[src/rtl/seq_divider_if.sv]
// Handshake/operand bundle between the ALU control FSM (master) and seq_divider (slave).
// DIV_ZERO_DETECT_EN adds the div_by_zero result flag.
interface seq_divider_if #(parameter int WIDTH = 16);
  logic             start;
  logic [WIDTH-1:0] dividend;
  logic [WIDTH-1:0] divisor;
  logic             busy;
  logic             done;
  logic [WIDTH-1:0] quotient;
  logic [WIDTH-1:0] remainder;
`ifdef DIV_ZERO_DETECT_EN
  logic             div_by_zero;

  modport master (output start, dividend, divisor,
                  input  busy, done, quotient, remainder, div_by_zero);
  modport slave  (input  start, dividend, divisor,
                  output busy, done, quotient, remainder, div_by_zero);
`else
  modport master (output start, dividend, divisor,
                  input  busy, done, quotient, remainder);
  modport slave  (input  start, dividend, divisor,
                  output busy, done, quotient, remainder);
`endif
endinterface

[src/rtl/seq_divider.sv]
// Iterative signed restoring divider, one quotient bit per clock, truncating toward zero.
// Optional DIV_ZERO_DETECT_EN: zero divisor short-cuts to DONE and raises div_by_zero.
module seq_divider #(
  parameter int WIDTH = 16
) (
  input  logic           clk,
  input  logic           rst_n,
  seq_divider_if.slave   bus
);
  localparam int CW = $clog2(WIDTH) + 1;

  typedef enum logic [1:0] {IDLE, CALC, FIX, DONE} state_t;

  state_t           state_q, state_d;
  logic [WIDTH-1:0] q_q, q_d, r_q, r_d, m_q, m_d;
  logic [WIDTH-1:0] quot_q, quot_d, rem_q, rem_d;
  logic [CW-1:0]    cnt_q, cnt_d;
  logic             sq_q, sq_d, sr_q, sr_d;
  logic             accept, dz_start;
  logic [WIDTH:0]   r_sh, t;

  assign accept = ((state_q == IDLE) || (state_q == DONE)) && bus.start;
`ifdef DIV_ZERO_DETECT_EN
  logic dz_q, dz_d;
  assign dz_start = accept && (bus.divisor == '0);
`else
  assign dz_start = 1'b0;
`endif

  // Trial subtraction; R < M keeps r_sh below 2^WIDTH, so t[WIDTH] is the sign.
  assign r_sh = {r_q, q_q[WIDTH-1]};
  assign t    = r_sh - {1'b0, m_q};

  always_ff @(posedge clk or negedge rst_n) begin
    if (!rst_n) state_q <= IDLE;
    else        state_q <= state_d;
  end

  always_comb begin
    state_d = state_q;
    case (state_q)
      IDLE:    if (accept) state_d = dz_start ? DONE : CALC;
      CALC:    if (cnt_q == CW'(1)) state_d = FIX;
      FIX:     state_d = DONE;
      DONE:    state_d = accept ? (dz_start ? DONE : CALC) : IDLE;
      default: state_d = IDLE;
    endcase
  end

  always_comb begin
    bus.busy = (state_q == CALC) || (state_q == FIX);
    bus.done = (state_q == DONE);
  end

  always_comb begin
    q_d    = q_q;
    r_d    = r_q;
    m_d    = m_q;
    cnt_d  = cnt_q;
    sq_d   = sq_q;
    sr_d   = sr_q;
    quot_d = quot_q;
    rem_d  = rem_q;
`ifdef DIV_ZERO_DETECT_EN
    dz_d   = dz_q;
`endif
    if (accept) begin
      sq_d  = bus.dividend[WIDTH-1] ^ bus.divisor[WIDTH-1];
      sr_d  = bus.dividend[WIDTH-1];
      q_d   = bus.dividend[WIDTH-1] ? -bus.dividend : bus.dividend;
      m_d   = bus.divisor[WIDTH-1]  ? -bus.divisor  : bus.divisor;
      r_d   = '0;
      cnt_d = CW'(WIDTH);
`ifdef DIV_ZERO_DETECT_EN
      if (dz_start) begin
        quot_d = '1;
        rem_d  = bus.dividend;
        dz_d   = 1'b1;
      end
`endif
    end else if (state_q == CALC) begin
      if (!t[WIDTH]) begin
        r_d = t[WIDTH-1:0];
        q_d = {q_q[WIDTH-2:0], 1'b1};
      end else begin
        r_d = r_sh[WIDTH-1:0];
        q_d = {q_q[WIDTH-2:0], 1'b0};
      end
      cnt_d = cnt_q - CW'(1);
    end else if (state_q == FIX) begin
      quot_d = sq_q ? -q_q : q_q;
      rem_d  = sr_q ? -r_q : r_q;
`ifdef DIV_ZERO_DETECT_EN
      dz_d   = 1'b0;
`endif
    end
  end

  always_ff @(posedge clk or negedge rst_n) begin
    if (!rst_n) begin
      q_q    <= '0;
      r_q    <= '0;
      m_q    <= '0;
      cnt_q  <= '0;
      sq_q   <= 1'b0;
      sr_q   <= 1'b0;
      quot_q <= '0;
      rem_q  <= '0;
    end else begin
      q_q    <= q_d;
      r_q    <= r_d;
      m_q    <= m_d;
      cnt_q  <= cnt_d;
      sq_q   <= sq_d;
      sr_q   <= sr_d;
      quot_q <= quot_d;
      rem_q  <= rem_d;
    end
  end

`ifdef DIV_ZERO_DETECT_EN
  always_ff @(posedge clk or negedge rst_n) begin
    if (!rst_n) dz_q <= 1'b0;
    else        dz_q <= dz_d;
  end
  assign bus.div_by_zero = dz_q;
`endif

  assign bus.quotient  = quot_q;
  assign bus.remainder = rem_q;
endmodule

[src/flat_wrapper.sv]
// flat-port wrapper written by rule: the top's interface ports become plain ports
module seq_divider_flat 
#(
  parameter int WIDTH = 16
)
  (clk, rst_n, bus_start, bus_dividend, bus_divisor, bus_busy, bus_done, bus_quotient, bus_remainder);
  seq_divider_if #(.WIDTH(WIDTH)) bus_i ();
  input  logic clk;
  input  logic rst_n;
  input wire logic [$bits(bus_i.start)-1:0] bus_start;
  input wire logic [$bits(bus_i.dividend)-1:0] bus_dividend;
  input wire logic [$bits(bus_i.divisor)-1:0] bus_divisor;
  output wire logic [$bits(bus_i.busy)-1:0] bus_busy;
  output wire logic [$bits(bus_i.done)-1:0] bus_done;
  output wire logic [$bits(bus_i.quotient)-1:0] bus_quotient;
  output wire logic [$bits(bus_i.remainder)-1:0] bus_remainder;
  assign bus_i.start = bus_start;
  assign bus_i.dividend = bus_dividend;
  assign bus_i.divisor = bus_divisor;
  assign bus_busy = bus_i.busy;
  assign bus_done = bus_i.done;
  assign bus_quotient = bus_i.quotient;
  assign bus_remainder = bus_i.remainder;
  seq_divider #(.WIDTH(WIDTH)) u_core (.clk(clk), .rst_n(rst_n), .bus(bus_i));
endmodule
[config.mk]
export PLATFORM = sky130hd
export DESIGN_NAME = seq_divider_flat
export DESIGN_NICKNAME = d
export VERILOG_FILES = /design/src/rtl/seq_divider_if.sv /design/src/rtl/seq_divider.sv /design/src/flat_wrapper.sv
export SDC_FILE = /design/constraint.sdc
export NUM_CORES = 1
export LEC_CHECK = 0
export ABC_AREA = 1
export BUFFER_PORTS_ARGS = -buffer_cell sky130_fd_sc_hd__buf_2
export CELL_PAD_IN_SITES_DETAIL_PLACEMENT = 0
export CELL_PAD_IN_SITES_GLOBAL_PLACEMENT = 1
export CORE_ASPECT_RATIO = 1.2
export CORE_UTILIZATION = 39
export CTS_CLUSTER_DIAMETER = 30
export DETAILED_ROUTE_END_ITERATION = 8
export GPL_ROUTABILITY_DRIVEN = 0
export PLACE_DENSITY = 0.81
export SLEW_MARGIN = 10
export SYNTH_ARGS = -nofsm -noshare
export SYNTH_HDL_FRONTEND = slang
export SYNTH_SLANG_ARGS = --single-unit
[constraint.sdc]
create_clock -name clk -period 1.87 [get_ports clk]
set_input_delay 0.0935 -clock clk [delete_from_list [all_inputs] [get_ports clk]]
set_output_delay 0.0935 -clock clk [all_outputs]
set_load 0.03 [all_outputs]
# After elaboration in Yosys (flattened, before gate mapping)
# Cells that the tools add are included.
# totals
elab_cells,47
inputBits,35
latchBits,0
regBits,89
n_memories,0
rom_bits,0
output_inout_bits,34
ram_bits,0
# classes
n_eq_ne,6
n_addsub,6
n_reduce_logical,7
n_bitwise,3
n_mux,16
shifts,0
magnitude_cmp,0
div,0
multipliers,0
# ops
cell,n
2-to-1 mux 16 bit,9
negator 16 bit,4
subtractor 17 x 16 -> 17 bit,1
2-to-1 mux 5 bit,2
case mux 2 bit (4 select lines),1
"== test 5 x 1 -> 1 bit, second input constant",1
"subtractor 5 x 1 -> 5 bit, second input constant",1
"== test 2 bit, second input constant",2
2-to-1 mux 2 bit,2
"inequality test 2 x 1 -> 1 bit, second input constant",2
AND reduction 3 bit,1
"== test 2 x 1 -> 1 bit, second input constant",1
logical NOT 2 bit,1
logical OR 1 bit,2
2-to-1 mux 1 bit,2
NOT 1 bit,2
AND reduction 2 bit,1
nonzero test 2 bit,1
logical AND 1 bit,1
XOR 1 bit,1

# Longest topological paths before layout
# Gate-level depths: netlist of the first run.
# depth
ltp_word,5
mapped_depth,16
mapped_depth_nobuf,15

# Least setup slack after synthesis of the first run
# OpenSTA, ideal clock, no wires.
# synth_timing
path_kind,reg2reg
from,reg u_core.state_q[1]
to,reg u_core.r_q[15]
t_required_ns,1.804
slack_ns,-0.147
path_buffers,2
setup_time_ns,0.066
synth_period_minus_slack_ns,2.017
arrival_time_ns,1.952
stages_incl_launch_ff,11
path_cell_list,dfrtp_1 inv_1 ha_1 inv_1 nand2_2 inv_2 nor2_1 clkbuf_1 buf_6 nand3_1 nand2_1
# synth_via
elab_chain_len,4
word_cells_on_any_way,7
classes_between,eq/ne (2); mux (1); reduce/logical (4)
# synth_lines
element,line,text
start: declaration,seq_divider.sv:14,"state_t state_q, state_d;"
start signal: assignment,seq_divider.sv:36,else state_q <= state_d;
== test 2 bit / logical NOT 2 bit (equally long branches),seq_divider.sv:22,assign accept = ((state_q == IDLE) || (state_q == DONE)) && bus.start;
logical OR 1 bit,seq_divider.sv:22,
logical AND 1 bit,seq_divider.sv:22,
2-to-1 mux 16 bit / nonzero test 2 bit (equally long branches),n/a,
end signal: assignment,seq_divider.sv:111,r_q <= r_d;
end: declaration,seq_divider.sv:15,"logic [WIDTH-1:0] q_q, q_d, r_q, r_d, m_q, m_d;"
# Several ways; a longest one is shown, not always the timed one.
# A chain may end at the register's enable or synchronous reset.

# Worst setup path after layout of the first run
# layout_timing
from,reg u_core.m_q[10]
to,reg u_core.r_q[4]
# layout_via
elab_chain_len,4
# layout_lines
element,line,text
start: declaration,seq_divider.sv:15,
start signal: assignment,seq_divider.sv:112,m_q <= m_d;
subtractor 17 x 16 -> 17 bit,seq_divider.sv:32,"assign t = r_sh - {1'b0, m_q};"
2-to-1 mux 16 bit,seq_divider.sv:82,if (!t[WIDTH]) begin
2-to-1 mux 16 bit,seq_divider.sv:81,end else if (state_q == CALC) begin
2-to-1 mux 16 bit,seq_divider.sv:67,if (accept) begin
# No other way between the ends. The select of a mux whose other input is x is not followed.

==> results of run 1 <==
[per-stage QoR]
| stage | total power, W | setup slack (ps) | hold slack, ps | TNS, ps | cell area [um^2] |
|---|---|---|---|---|---|
| floorplan | 0.0100 | -39.1 | -202 | -303 | 6370 |
| global placement | 0.0130 | -84.7 | 72.0 | -1070 | 7370 |
| detailed placement | 0.0131 | -146 | 72.6 | -1950 | 7370 |
| CTS | 0.0156 | -109 | 1.28 | -1320 | 7930 |
| global route | 0.0176 | -257 | 36.0 | -4020 | 8160 |
| finish | 0.0162 | -126 | 17.7 | -1810 | 8160 |
[report_power, final]
part / internal [W] / total (W) / switching, W
Combinational: 0.00431 / 0.0109 / 0.00661
Sequential: 0.00279 / 0.00337 / 0.000584
Clock: 0.00109 / 0.00191 / 0.000827
Total: 0.00818 / 0.0162 / 0.00802
[how the worst max path moves through the flow]
stage / cells past startpoint / endpoint
detailed placement: 13 / u_core.r_q[6]
global placement: 14 / u_core.r_q[5]
CTS: 14 / u_core.r_q[4]
finish: 14 / u_core.r_q[4]
global route: 14 / u_core.r_q[5]
floorplan: 15 / u_core.r_q[6]
[metal layers]
layer / wire length [um] / share of wire
met1: 7660 / 0.44
met2: 8850 / 0.51
met3: 448 / 0.026
met4: 541 / 0.031
met5: 0 / 0
[placed cells by master (no fill, tap or decap), drive strengths merged, types with 2 or more instances in the layout]
cell,count
nor4,2
clkbuf,11
nand4,13
dfrtp,89
xnor2,8
nor3,7
o22ai,10
nand3b,6
clkinvlp,2
buf,142
o21ai,55
a31oi,6
and2,3
ha,27
dlygate4sd3,2
nand2,296
a21oi,26
nor2,66
inv,133
o221ai,7
xor2,26
o211ai,3
nand3,96
o21bai,3
[final cells by class]
cell class,instances,area share
clock buffers,10,0.0293
multi-input cells,664,0.470
inverters,131,0.0602
clock inverters,6,0.00874
repair buffers,145,0.127
well taps,208,0.0319
flip-flops and latches,89,0.273
[worst max-delay path, delay by kind of cell (launching register included)]
family	cells	cell delay, ps
buffers and inverters	4	500
flip-flops	1	380
AND/OR/NAND/NOR	8	580
adder cells (fa/ha/maj)	1	240
AO/OA/AOI/OAI	1	190
[what timing repair did]
| item | CTS | global route |
|---|---|---|
| hold buffers | 2 | 0 |
| endpoints found under the hold margin | 30 | 0 |
| resized for setup | 28 | 40 |
| cloned | 1 | 2 |
| pin swaps | 0 | 26 |
| setup buffers | 6 | 1 |
| endpoints found under the setup margin | 17 | 31 |
[cells by family after synthesis]
family,after synthesis,share of synthesized area
AND/OR/NAND/NOR,489,0.346
flip-flops,89,0.350
XOR/XNOR,34,0.0469
adder cells (fa/ha/maj),28,0.0563
AO/OA/AOI/OAI,112,0.102
buffers and inverters,157,0.0986
[sequential cells by signal, summed over array words and instances, names as in the netlist]
signal / count
u_core.cnt_q: 5
u_core.bus.remainder: 16
u_core.q_q: 16
u_core.state_q: 2
u_core.bus.quotient: 16
u_core.m_q: 16
u_core.sr_q: 1
u_core.sq_q: 1
u_core.r_q: 16
==> impl_metrics.py, run 1 <==
metrics = {
    "outcome": {
        "status": "complete, but fails checks",
        "failed_checks": "negative setup slack",
    },
    "logic_synthesis": {
        "netlist_instances": 909,
        "synth_most_common_cell": "nand2_1",
        "ys_ff_latch": 89,
        "syn_area_per_cell_um2": 6.99,
        "synth_top_area_cell": "dfrtp_1",
        "synth_commonest_cells": "271 x nand2_1, 126 x inv_1, 89 x dfrtp_1, 85 x nand3_1, 64 x nor2_1",
        "netlist_area_mm2": 0.00636,
        "synth.top_cell.area_share": 0.350,
        "ys.flop_type": "dfrtp_1",
        "async_flop_share": 1.00,
        "syn_nets": 972,
        "ys_seq_area_frac": 0.350,
        "synth_edf_count": 0,
        "netlist_top_cells_area": "dfrtp_1 35%, nand2_1 16%, inv_1 7.4%",
        "ys_types": 42,
        "yosys_warnings": 0,
    },
    "sta": {
        "period_share": 1.07,
        "grt_setup_unrepaired": "yes",
        "fin_worst_skew_ps": 9.81,
        "hold_viol_final": 0,
        "setup_ws_ps": -126,
        "final-max-slew-violation-count": 0,
        "max_freq_ghz": 0.501,
        "tightest_slew_ps": 448,
        "relSlewSlack": 0.701,
        "finalCriticalPeriod_ps": 2000,
        "setup_viol": 17,
    },
    "cts": {
        "numCtsBuffers": 9,
        "worstSkewPairLatency_ps": 360,
        "clockRootBuffer": "clkbuf_16",
        "numClockSinks": 89,
        "ctsHtreeMaxLevel": 3,
        "clock_path_buffers": 2,
        "cts_tree": "yes",
        "path_clk_slew_ps": 70,
    },
    "grt": {
        "grt_overflow_total": 0,
        "grt.met3_usage": 0.0277,
        "grt_start_max_net_pins": 46,
        "antenna_found_initial": 0,
        "top_usage_layer": "met2",
        "grt_pass1_wl_um": 28700,
        "met2_usage": 0.391,
        "grt_use_total": 0.217,
        "grt_pass1_vias": 5893,
        "use_met1": 0.257,
    },
    "worst_setup_path": {
        "arrival_ps": 2240,
        "path_common_cell": "nand2_1",
        "r2r_start": "u_core.m_q[10]",
        "rr_worst_depth": 14,
        "rr_endpoint": "u_core.r_q[4]",
        "startpoint": "u_core.m_q[10]",
        "worstSetupStartpointType": "register",
        "end_kind": "register",
        "worst_path_largest_cell_delay_ps": 380,
        "path_cells": "inv_1 -> ha_4 -> nand2_2 -> inv_2 -> nand2_1 -> nand2_1 -> a21oi_4 -> buf_6 -> nand2_4 -> nand2_8 -> clkbuf_16 -> nand3_2 -> nand3_2 -> nand2_1",
        "crit_required_ps": 2120,
        "reg2reg_setup_slack_ps": -130,
        "cp_max_fo": 6,
        "worstSetupPathType": "register to register",
        "critPathSlowestCell": "dfrtp_1",
    },
    "die": {
        "die_height_um": 142,
        "ioPinCount": 69,
        "fp.coreArea_mm2": 0.0158,
        "floorplan.die.width_um": 119,
        "start_util": 0.403,
        "rows": 50,
        "die_area_mm2": 0.0168,
    },
    "routing": {
        "dr.pass1.iters": 5,
        "drc_errors": 0,
        "wl_per_cell_um": 14.0,
        "vias_per_cell": 4.85,
        "first_iter_violations": 374,
        "antenna_left": 0,
        "finalWirelength_um": 17500,
        "vias": 6077,
    },
    "cells_and_area": {
        "antennaDiodeCount": 0,
        "drive_gt1_frac": 0.249,
        "fill_cells": 1619,
        "finish.utilization": 0.518,
        "fin_nets": 1103,
        "area_delta_synth_final_pct": 28.4,
        "fin_cells": 1253,
        "seqCellArea_mm2": 0.00223,
        "multi_input_area_mm2": 0.00384,
    },
    "power": {
        "static-leakage-power_nw": 4.28,
        "powerDensity_mw_per_mm2": 1980,
        "ir_drop_v": 0.00103,
    },
    "hold_path": {
        "hp-start": "bus_dividend[12]",
        "hold_end": "u_core.q_q[12]",
        "hp-class": "primary input to register",
        "worstHoldPathCells": 3,
    },
    "placement": {
        "dp.cells": 1225,
        "hpwl_um": 13200,
        "port_buffers": 68,
    },
    "run": {
        "drv_cap": 0,
    },
}
(Power assumes the default switching activity.)
==> run 2, diff against run 1 <==
==> constraint.sdc (replaced) <==
create_clock -name clk -period 1.65 [get_ports clk]
set_input_delay 0.0825 -clock clk [delete_from_list [all_inputs] [get_ports clk]]
set_output_delay 0.0825 -clock clk [all_outputs]
set_load 0.03 [all_outputs]
==> run 2 against run 1 <==
The flow still finishes with violations (negative setup slack). Power rose by 17%. Sequential power rose by 13%. Clock power rose by 14%. Global-route usage rose by 0.10 points. Combinational power rose by 19%. Worst setup slack got worse by 220 ps.
==> impl_metrics.py, run 2 (synthesis gave the netlist of run 1 again) <==
metrics = {
    "outcome": {
        "status": "complete, but fails checks",
        "failed_checks": "negative setup slack",
    },
    "worst_setup_path": {
        "rr_worst_depth": 13,
        "end_kind": "register",
        "critPathSlowestCell": "dfrtp_1",
        "worst_path_largest_cell_delay_ps": 410,
        "path_cells": "ha_4 -> fa_2 -> inv_2 -> nand2_2 -> nand2_2 -> nand3_2 -> nand2_4 -> nand2_4 -> nand3_4 -> buf_8 -> nand3_2 -> nand3_2 -> nand2_1",
        "rr_endpoint": "u_core.r_q[14]",
        "arrival_ps": 2240,
        "r2r_start": "u_core.m_q[0]",
        "path_common_cell": "nand3_2",
        "cp_max_fo": 7,
        "worstSetupStartpointType": "register",
        "crit_required_ps": 1900,
        "startpoint": "u_core.m_q[0]",
        "reg2reg_setup_slack_ps": -340,
        "endpoint": "u_core.r_q[14]",
        "worstSetupPathType": "register to register",
    },
    "power": {
        "seqPwrFrac": 0.201,
        "pwr-share-clk": 0.114,
        "internal_power_w": 0.00979,
        "powerDensity_mw_per_mm2": 2220,
        "ir_drop_v": 0.00140,
        "static-leakage-power_nw": 4.50,
        "switching_share": 0.484,
        "comb_power_share": 0.685,
        "switchingPower_w": 0.00917,
    },
    "grt": {
        "grt_pass1_wl_um": 29000,
        "grt_pass1_vias": 6002,
        "grt_start_max_net_pins": 46,
        "antenna_found_initial": 0,
        "grt_use_total": 0.218,
        "grt_overflow_total": 0,
    },
    "cells_and_area": {
        "multi_input_area_mm2": 0.00383,
        "finish.utilization": 0.541,
        "mostFrequentLayoutCells": "261 x nand2_1, 112 x inv_1, 102 x buf_4, 89 x dfrtp_1",
        "fill_cells": 1589,
        "fin_cells": 1299,
        "drive_gt1_frac": 0.289,
        "seqCellArea_mm2": 0.00223,
        "final_common_cell": "nand2_1",
        "fin_nets": 1149,
        "area_delta_synth_final_pct": 34.2,
        "antennaDiodeCount": 0,
    },
    "cts": {
        "path_clk_slew_ps": 70,
        "ctsHtreeMaxLevel": 3,
        "numClockSinks": 89,
        "cts_tree": "yes",
        "numCtsBuffers": 9,
        "worstSkewPairLatency_ps": 360,
        "clock_path_buffers": 2,
        "clockRootBuffer": "clkbuf_16",
    },
    "routing": {
        "finalWirelength_um": 17600,
        "first_iter_violations": 285,
        "vias_per_cell": 4.77,
        "drc_errors": 0,
        "antenna_left": 0,
        "wl_per_cell_um": 13.5,
        "dr.pass1.iters": 5,
        "vias": 6190,
    },
    "die": {
        "ioPinCount": 69,
        "rows": 50,
        "floorplan.die.width_um": 119,
        "die_height_um": 142,
        "die_area_mm2": 0.0168,
        "start_util": 0.403,
        "fp.coreArea_mm2": 0.0158,
    },
    "sta": {
        "fin_hold_ws_ps": 16.1,
        "finalCriticalPeriod_ps": 1990,
        "setup_ws_ps": -344,
        "hold_viol_final": 0,
        "grt_setup_unrepaired": "yes",
        "fin_worst_skew_ps": 9.28,
        "relSlewSlack": 0.725,
        "tightest_slew_ps": 412,
        "max_freq_ghz": 0.502,
        "period_share": 1.21,
        "setup_viol": 27,
        "final-max-slew-violation-count": 0,
    },
    "hold_path": {
        "hp-class": "primary input to register",
        "hp-start": "bus_divisor[14]",
    },
    "placement": {
        "dp.cells": 1266,
        "hpwl_um": 13500,
        "port_buffers": 68,
    },
    "run": {
        "drv_cap": 0,
    },
}
## run 2: per-layer routing
metal	vias up	GRT usage	wire [um]	part of all wire
li1	3278	-	-	-
met1	2807	0.264	7860	0.45
met2	85	0.393	9020	0.51
met3	20	0.0281	383	0.022
met4	0	0.0806	340	0.019
met5	-	0	0	0
## run 2: timing repair
| action | in CTS | in global routing |
|---|---|---|
| endpoints found under the hold margin | 27 | 0 |
| hold buffers | 3 | 0 |
| cloned | 0 | 2 |
| gates resized for setup | 17 | 73 |
| pin swaps | 2 | 28 |
| buffers inserted | 0 | 13 |
| endpoints found under the setup margin | 29 | 46 |
## run 2: cell type report
| class | count | share of cell area |
|---|---|---|
| multi-input cells | 664 | 0.449 |
| flip-flops and latches | 89 | 0.261 |
| clock inverters | 7 | 0.00997 |
| well taps | 208 | 0.0305 |
| inverters | 131 | 0.0585 |
| repair buffers | 191 | 0.164 |
| clock buffers | 9 | 0.0264 |
## run 2: worst min path at each step
stage / end / cells after the start
after floorplan: u_core.bus.quotient[0] / 0
after global placement: u_core.r_q[12] / 1
after detailed placement: u_core.r_q[12] / 1
after CTS: u_core.q_q[14] / 4
after global routing: u_core.q_q[7] / 3
final: u_core.m_q[14] / 3
## run 2: power groups by stage
stage	sequential (W)	combinational, W	clock, W
floorplan	0.00439	0.00711	0
global placement	0.00379	0.0117	0
detailed placement	0.00381	0.0118	0
CTS	0.00378	0.0121	0.00222
global route	0.00391	0.0144	0.00229
finish	0.00381	0.0130	0.00217
## run 2: stage by stage
stage          worst slack, ps  TNS (ps)  total power (W)  area [um^2]
2_1_floorplan             -259     -3870           0.0115         6400
3_3_place_gp              -296     -5040           0.0155         7710
3_5_place_dp              -329     -5580           0.0156         7710
4_1_cts                   -300     -5210           0.0181         8140
5_1_grt                   -419     -8790           0.0206         8530
6_report                  -344     -6060           0.0190         8530
## run 2: critical path: cells and delay by family, from the launching register on
| kind | cells | cell delay (ps) |
|---|---|---|
| and+or+nand+nor | 9 | 710 |
| DFF | 1 | 410 |
| buffers and inverters | 2 | 230 |
| adders and majority gates | 2 | 540 |
